===== config.mk =====
export PLATFORM = sky130hd
export DESIGN_NAME = hub75_bcm_driver
export DESIGN_NICKNAME = d
export VERILOG_FILES = /design/src/rtl/hub75_bcm_driver.sv
export SDC_FILE = /design/constraint.sdc
export NUM_CORES = 1
export LEC_CHECK = 0
export ABC_AREA = 0
export ABC_CLOCK_PERIOD_IN_PS = 3980
export CAP_MARGIN = 15
export CORE_MARGIN = 1.5
export CORE_UTILIZATION = 55
export CTS_BUF_LIST = sky130_fd_sc_hd__clkbuf_8
export CTS_CLUSTER_SIZE = 16
export DETAILED_ROUTE_END_ITERATION = 8
export GPL_TIMING_DRIVEN = 0
export PLACE_DENSITY = 0.83
export REMOVE_ABC_BUFFERS = 1
export SYNTH_ARGS = -nofsm -noshare
export SYNTH_HDL_FRONTEND = slang
export SYNTH_SLANG_ARGS = --single-unit

===== constraint.sdc =====
create_clock -name clk -period 3.98 [get_ports clk]
set_clock_uncertainty 0.1 [all_clocks]
set_input_delay 0.398 -clock clk [delete_from_list [all_inputs] [get_ports clk]]
set_output_delay 0.398 -clock clk [all_outputs]
set_load 0.005 [all_outputs]

===== src/rtl/hub75_bcm_driver.sv =====
// hub75_bcm_driver: HUB75 row scanner with BCM bitplanes and global brightness.
// Pixel reads are prefetched one cycle ahead so each pixel's data is valid from its first low cycle.
module hub75_bcm_driver #(
   parameter int PANEL_ROWS  = 64,
   parameter int PANEL_COLS  = 64,
   parameter int CHAIN       = 1,
   parameter int COLOR_DEPTH = 4,
   parameter int ROW_W       = $clog2(PANEL_ROWS/2),
   parameter int ADDR_W      = $clog2(PANEL_ROWS/2*PANEL_COLS*CHAIN)
) (
   input  logic                     clk,
   input  logic                     rst,
   input  logic                     enable,
   input  logic [7:0]               prescale,
   input  logic [7:0]               brightness,
   output logic                     fb_rd_en,
   output logic [ADDR_W-1:0]        fb_rd_addr,
   input  logic [3*COLOR_DEPTH-1:0] fb_rd_upper,
   input  logic [3*COLOR_DEPTH-1:0] fb_rd_lower,
   output logic                     frame_done,
   output logic                     matrix_clk,
   output logic [ROW_W-1:0]         matrix_row,
   output logic [2:0]               matrix_rgb_upper,
   output logic [2:0]               matrix_rgb_lower,
   output logic                     matrix_oe_n,
   output logic                     matrix_stb
);
   localparam int W     = PANEL_COLS*CHAIN;
   localparam int ROWS  = PANEL_ROWS/2;
   localparam int COL_W = (W > 1) ? $clog2(W) : 1;
   localparam int PW    = (COLOR_DEPTH > 1) ? $clog2(COLOR_DEPTH) : 1;
   localparam int CW    = 8 + COLOR_DEPTH;

   typedef enum logic [1:0] {IDLE, SHIFT, LATCH, DISPLAY} state_t;

   state_t            state, state_nx;
   logic [ROW_W-1:0]  row, row_nx, row_adv, rd_row;
   logic [PW-1:0]     plane, plane_nx, plane_adv;
   logic [COL_W-1:0]  col, col_nx, rd_col;
   logic              half, half_nx, start;
   logic [CW-1:0]     cnt, cnt_nx, disp_len;
   logic [7:0]        ps, br;
   logic [2:0]        rgbu_q, rgbl_q;
   logic              ph_end, disp_end, last_plane, last_row, wrap, load;

   function automatic logic [2:0] pick(input logic [3*COLOR_DEPTH-1:0] px, input logic [PW-1:0] p);
      logic [COLOR_DEPTH-1:0] r, g, b;
      r = px[3*COLOR_DEPTH-1:2*COLOR_DEPTH];
      g = px[2*COLOR_DEPTH-1:COLOR_DEPTH];
      b = px[COLOR_DEPTH-1:0];
      return {r[p], g[p], b[p]};
   endfunction

   assign ph_end     = cnt == CW'(ps);
   assign disp_len   = CW'(256) << plane;
   assign disp_end   = (state == DISPLAY) && (cnt == disp_len - 1'b1);
   assign last_plane = plane == PW'(COLOR_DEPTH-1);
   assign last_row   = row == ROW_W'(ROWS-1);
   assign wrap       = disp_end && last_plane && last_row;
   assign load       = (state == SHIFT) && !half && (cnt == '0);
   assign plane_adv  = last_plane ? '0 : plane + 1'b1;
   assign row_adv    = !last_plane ? row : last_row ? '0 : row + 1'b1;

   always_comb begin
      state_nx = state;
      row_nx   = row;
      plane_nx = plane;
      col_nx   = col;
      half_nx  = half;
      cnt_nx   = cnt;
      rd_row   = row;
      rd_col   = col - 1'b1;
      fb_rd_en = 1'b0;
      start    = 1'b0;
      case (state)
         IDLE: if (enable && !rst) begin
            state_nx = SHIFT;
            row_nx   = '0;
            plane_nx = '0;
            col_nx   = COL_W'(W-1);
            half_nx  = 1'b0;
            cnt_nx   = '0;
            rd_row   = '0;
            rd_col   = COL_W'(W-1);
            fb_rd_en = 1'b1;
            start    = 1'b1;
         end
         SHIFT: begin
            cnt_nx = cnt + 1'b1;
            if (ph_end) begin
               cnt_nx  = '0;
               half_nx = !half;
               // last high cycle of a pixel fetches the next column
               if (half && col == '0) state_nx = LATCH;
               else if (half) begin
                  col_nx   = col - 1'b1;
                  fb_rd_en = 1'b1;
               end
            end
         end
         LATCH: begin
            cnt_nx = cnt + 1'b1;
            if (ph_end) begin
               cnt_nx   = '0;
               state_nx = DISPLAY;
            end
         end
         default: begin
            cnt_nx = cnt + 1'b1;
            if (disp_end) begin
               cnt_nx   = '0;
               row_nx   = row_adv;
               plane_nx = plane_adv;
               col_nx   = COL_W'(W-1);
               if (wrap && !enable) state_nx = IDLE;
               else begin
                  state_nx = SHIFT;
                  rd_row   = row_adv;
                  rd_col   = COL_W'(W-1);
                  fb_rd_en = 1'b1;
                  start    = 1'b1;
               end
            end
         end
      endcase
   end

   always_ff @(posedge clk or posedge rst) begin
      if (rst) begin
         state      <= IDLE;
         row        <= '0;
         plane      <= '0;
         col        <= '0;
         half       <= 1'b0;
         cnt        <= '0;
         ps         <= '0;
         br         <= '0;
         rgbu_q     <= '0;
         rgbl_q     <= '0;
         matrix_row <= '0;
         frame_done <= 1'b0;
      end else begin
         state      <= state_nx;
         row        <= row_nx;
         plane      <= plane_nx;
         col        <= col_nx;
         half       <= half_nx;
         cnt        <= cnt_nx;
         frame_done <= wrap;
         if (start) begin
            ps <= prescale;
            br <= brightness;
         end
         if (load) begin
            rgbu_q <= pick(fb_rd_upper, plane);
            rgbl_q <= pick(fb_rd_lower, plane);
         end
         if (state == SHIFT && state_nx == LATCH) matrix_row <= row;
      end
   end

   assign fb_rd_addr       = fb_rd_en ? ADDR_W'(rd_row) * ADDR_W'(W) + ADDR_W'(rd_col) : '0;
   assign matrix_clk       = (state == SHIFT) && half;
   assign matrix_stb       = state == LATCH;
   assign matrix_oe_n      = !((state == DISPLAY) && (cnt < (CW'(br) << plane)));
   assign matrix_rgb_upper = (state != SHIFT) ? 3'b0 : load ? pick(fb_rd_upper, plane) : rgbu_q;
   assign matrix_rgb_lower = (state != SHIFT) ? 3'b0 : load ? pick(fb_rd_lower, plane) : rgbl_q;
endmodule


==> reports/metrics.cfg <==
[outcome]
outcome = finished clean

[final_layout]
synthToLayoutAreaGrowth_pct = 24.3
drive_gt1_share_pct = 14.2
n_antenna_cell = 0
fillers = 495
final_cell_mix = clkdlybuf4s50_1, dfrtp_1, nor2_1
layout.cells.non_filler = 538
nets = 525
final_common_cell = clkdlybuf4s50_1

[synth]
synth_edf_count = 0
netlist_area_mm2 = 0.00381
yosysSeqAreaShare_pct = 36.8
synth_ff_type = dfrtp_1
netlist_instances = 394
synth-warning-count = 0
syn_area_per_cell_um2 = 9.67
synth_cell_types = 49
async_flop_share_pct = 100
synth_seq_cells = 56

[pwr]
sw_frac_of_total_pct = 21.4
pwr-share-seq_pct = 59.5
clkPwrFrac_pct = 33.5
p_per_area_mw_per_mm2 = 204
p_int_w = 0.000758
power.share.combinational_pct = 7.0
ir_drop_v = 0.000149
p_sw_w = 0.000206
leakagePower_nw = 2.09

[floorplan]
rows = 30
die_w_um = 86.2
die_area_mm2 = 0.00743
initial_core_util_pct = 56.4
ioPinCount = 70
fp.dieH_um = 86.2
core_area_mm2 = 0.00676

[cts]
cts_tree = done
cts.clk_slew.worst_paths_ns = 0.10
cts_inserted_buffers = 5
cts-hold-fix-buffers = 0
cts.root.buffer_cell = clkbuf_8
clk_latency_ns = 0.31
h-tree-depth = 2
clockBufferDepth = 2
cts_sinks = 56

[route]
drc = 0
first_pass_iters = 6
via_per_inst = 6.21
post_drt_wl_per_cell_um = 16.9
num_vias = 3341
drt_iter0_markers = 331
wirelength_mm = 9.11
antenna_left = 0

[worst_setup_path]
crit_chain = inv_1, ha_1, a221o_1, or4_1, nor3_1, o21ai_0, a21oi_1, clkdlybuf4s50_1
r2r_cells = 7
critPathRequiredTime_ns = 3.48
cp-start-kind = flip-flop
path_class = flip-flop to output port
cpPeakStageDelay_ns = 0.59
crit_fanout = 13
worstSetupEndpointType = output port
slowest_stage = or4_1
arrival_ns = 3.33

[timing]
worstMarginPinSlew_ns = 0.701
max_freq_ghz = 0.261
fin_crit_ns = 3.83
finalMaxSlewViolations = 0
final-hold-violation-count = 0
max_slew_margin_pct = 53.1
worst_hold_slack_ns = 0.371
fin_crit_sh_pct = 96.3
rsz0062_at_grt = false
final-setup-viol-count = 0

[place]
dp_hpwl_mm = 6.48
place.gp.congestion = 0.867
io_buffers = 69
dp_cells = 528

[worst_hold_path]
worst_hold_path_type = input port to asynchronous set/reset pin

[job]
drv_cap = 0

[global_route]
grt_pass1_vias = 3275
grt_overflow_total = 0
grt_pass1_wl_mm = 15.0
grt_max_degree = 34
antenna_found_initial = 0
grt.total_usage_pct = 25.4

final cells by class:
type | instances | area (µm²) | area share [%]
flip-flops and latches | 56 | 1410 | 29.7
clock inverters | 2 | 10.0 | 0.211
clock buffers | 6 | 82.6 | 1.74
well taps | 80 | 100 | 2.11
repair buffers | 73 | 744 | 15.7
multi-input cells | 295 | 2290 | 48.4
inverters | 26 | 97.6 | 2.06
critical path, delay by kind of cell (launching register included):
kind            cells  cell delay, ns
compound gates      3            0.75
fa+ha+maj           1            0.25
buf+inv             2            0.69
flops               1            0.53
simple gates        2            0.79
Yosys cell counts, drive strengths merged, types with 2 or more instances:
cell | count | share of area (%)
inv | 26 | 2.6
buf | 3 | 0.30
clkbuf | 13 | 1.3
nor3 | 9 | 1.2
o22ai | 2 | 0.33
xor2 | 6 | 1.4
nand3 | 15 | 2.0
nor2b | 3 | 0.49
or2 | 2 | 0.33
a211oi | 8 | 1.6
nand4 | 9 | 1.5
and2 | 8 | 1.3
a2111oi | 2 | 0.46
dfrtp | 56 | 37
a21o | 3 | 0.59
o41ai | 2 | 0.95
xnor2 | 17 | 3.9
and3 | 7 | 1.1
o211ai | 2 | 0.39
mux2 | 32 | 9.5
a21oi | 17 | 2.2
ha | 25 | 8.2
nand2b | 4 | 0.66
nor2 | 39 | 3.8
nand2 | 18 | 1.8
a22o | 4 | 0.92
or3 | 2 | 0.46
or4 | 5 | 0.99
a31oi | 4 | 0.66
mux4 | 6 | 3.5
nor4 | 3 | 0.49
a2bb2oi | 4 | 0.92
mux2i | 7 | 1.8
o31ai | 3 | 0.59
o21ai | 17 | 2.2
cells by family after synthesis:
| kind of cell | synth area share, % |
|---|---|
| XOR/XNOR | 5.29 |
| flip-flops | 36.8 |
| AND/OR/NAND/NOR | 16.8 |
| AO/OA/AOI/OAI | 13.6 |
| adder cells (fa/ha/maj) | 8.21 |
| buffers and inverters | 4.43 |
| multiplexers | 14.8 |
path summary, 6_finish.rpt:
kind | start | end | slack [ns]
setup / recovery | plane[0]$_DFFE_PP0P_ | fb_rd_addr[7] | 0.15
hold / removal | rst | row[1]$_DFFE_PP0P_ | 0.37
setup reg to reg | state[0]$_DFF_PP0_ | matrix_row[3]$_DFFE_PP0P_ | 0.63
hold reg to reg | rgbl_q[2]$_DFF_PP0_ | rgbl_q[2]$_DFF_PP0_ | 0.40
max in group asynchronous | rst | cnt[0]$_DFFE_PP0N_ | 2.86
min in group clk | rgbl_q[2]$_DFF_PP0_ | rgbl_q[2]$_DFF_PP0_ | 0.40
power by group through the flow:
stage / Clock (W) / Sequential [W] / Combinational [W]
after CTS: 0.000328 / 0.000574 / 0.0000687
after global placement: 0 / 0.000585 / 0.0000640
final: 0.000323 / 0.000574 / 0.0000673
after detailed placement: 0 / 0.000585 / 0.0000685
after floorplan: 0 / 0.000584 / 0.0000202
after global routing: 0.000361 / 0.000574 / 0.0000735
layer usage:
layer,part of all wire (%),global-route usage [%],vias to the layer above,wire length (µm)
li1,-,-,1548,-
met1,40,31.8,1605,3610
met2,50,43.7,159,4570
met3,7.3,4.38,29,668
met4,2.7,9.97,0,249
met5,0,0,-,0
registers in the layout, summed over array words and instances, names as in the netlist:
name,flops
frame_done,1
rgbu_q,3
rgbl_q,3
plane,2
cnt,12
br,8
state,2
matrix_row,5
row,5
half,1
ps,8
col,6
what timing repair did:
item / 4_1_cts / 5_1_grt
gates resized for setup: 8 / 5
pin swaps: 0 / 1
setup endpoints to repair: 22 / 17
buffers inserted: 0 / 2
metrics by stage:
stage / TNS (ns) / area [µm²] / total power, W / util [%] / worst slack (ns)
floorplan: 0 / 3740 / 0.000605 / - / 0.486
global placement: -10.54 / 4530 / 0.000649 / 67.0 / -0.802
detailed placement: -6.71 / 4570 / 0.000654 / 67.6 / -0.747
CTS: 0 / 4690 / 0.000970 / 69.5 / 0.00738
global route: 0 / 4740 / 0.00101 / 70.1 / 0.0250
finish: 0 / 4740 / 0.000964 / 70.1 / 0.148
No activity file was read; power rests on OpenSTA's default activity.
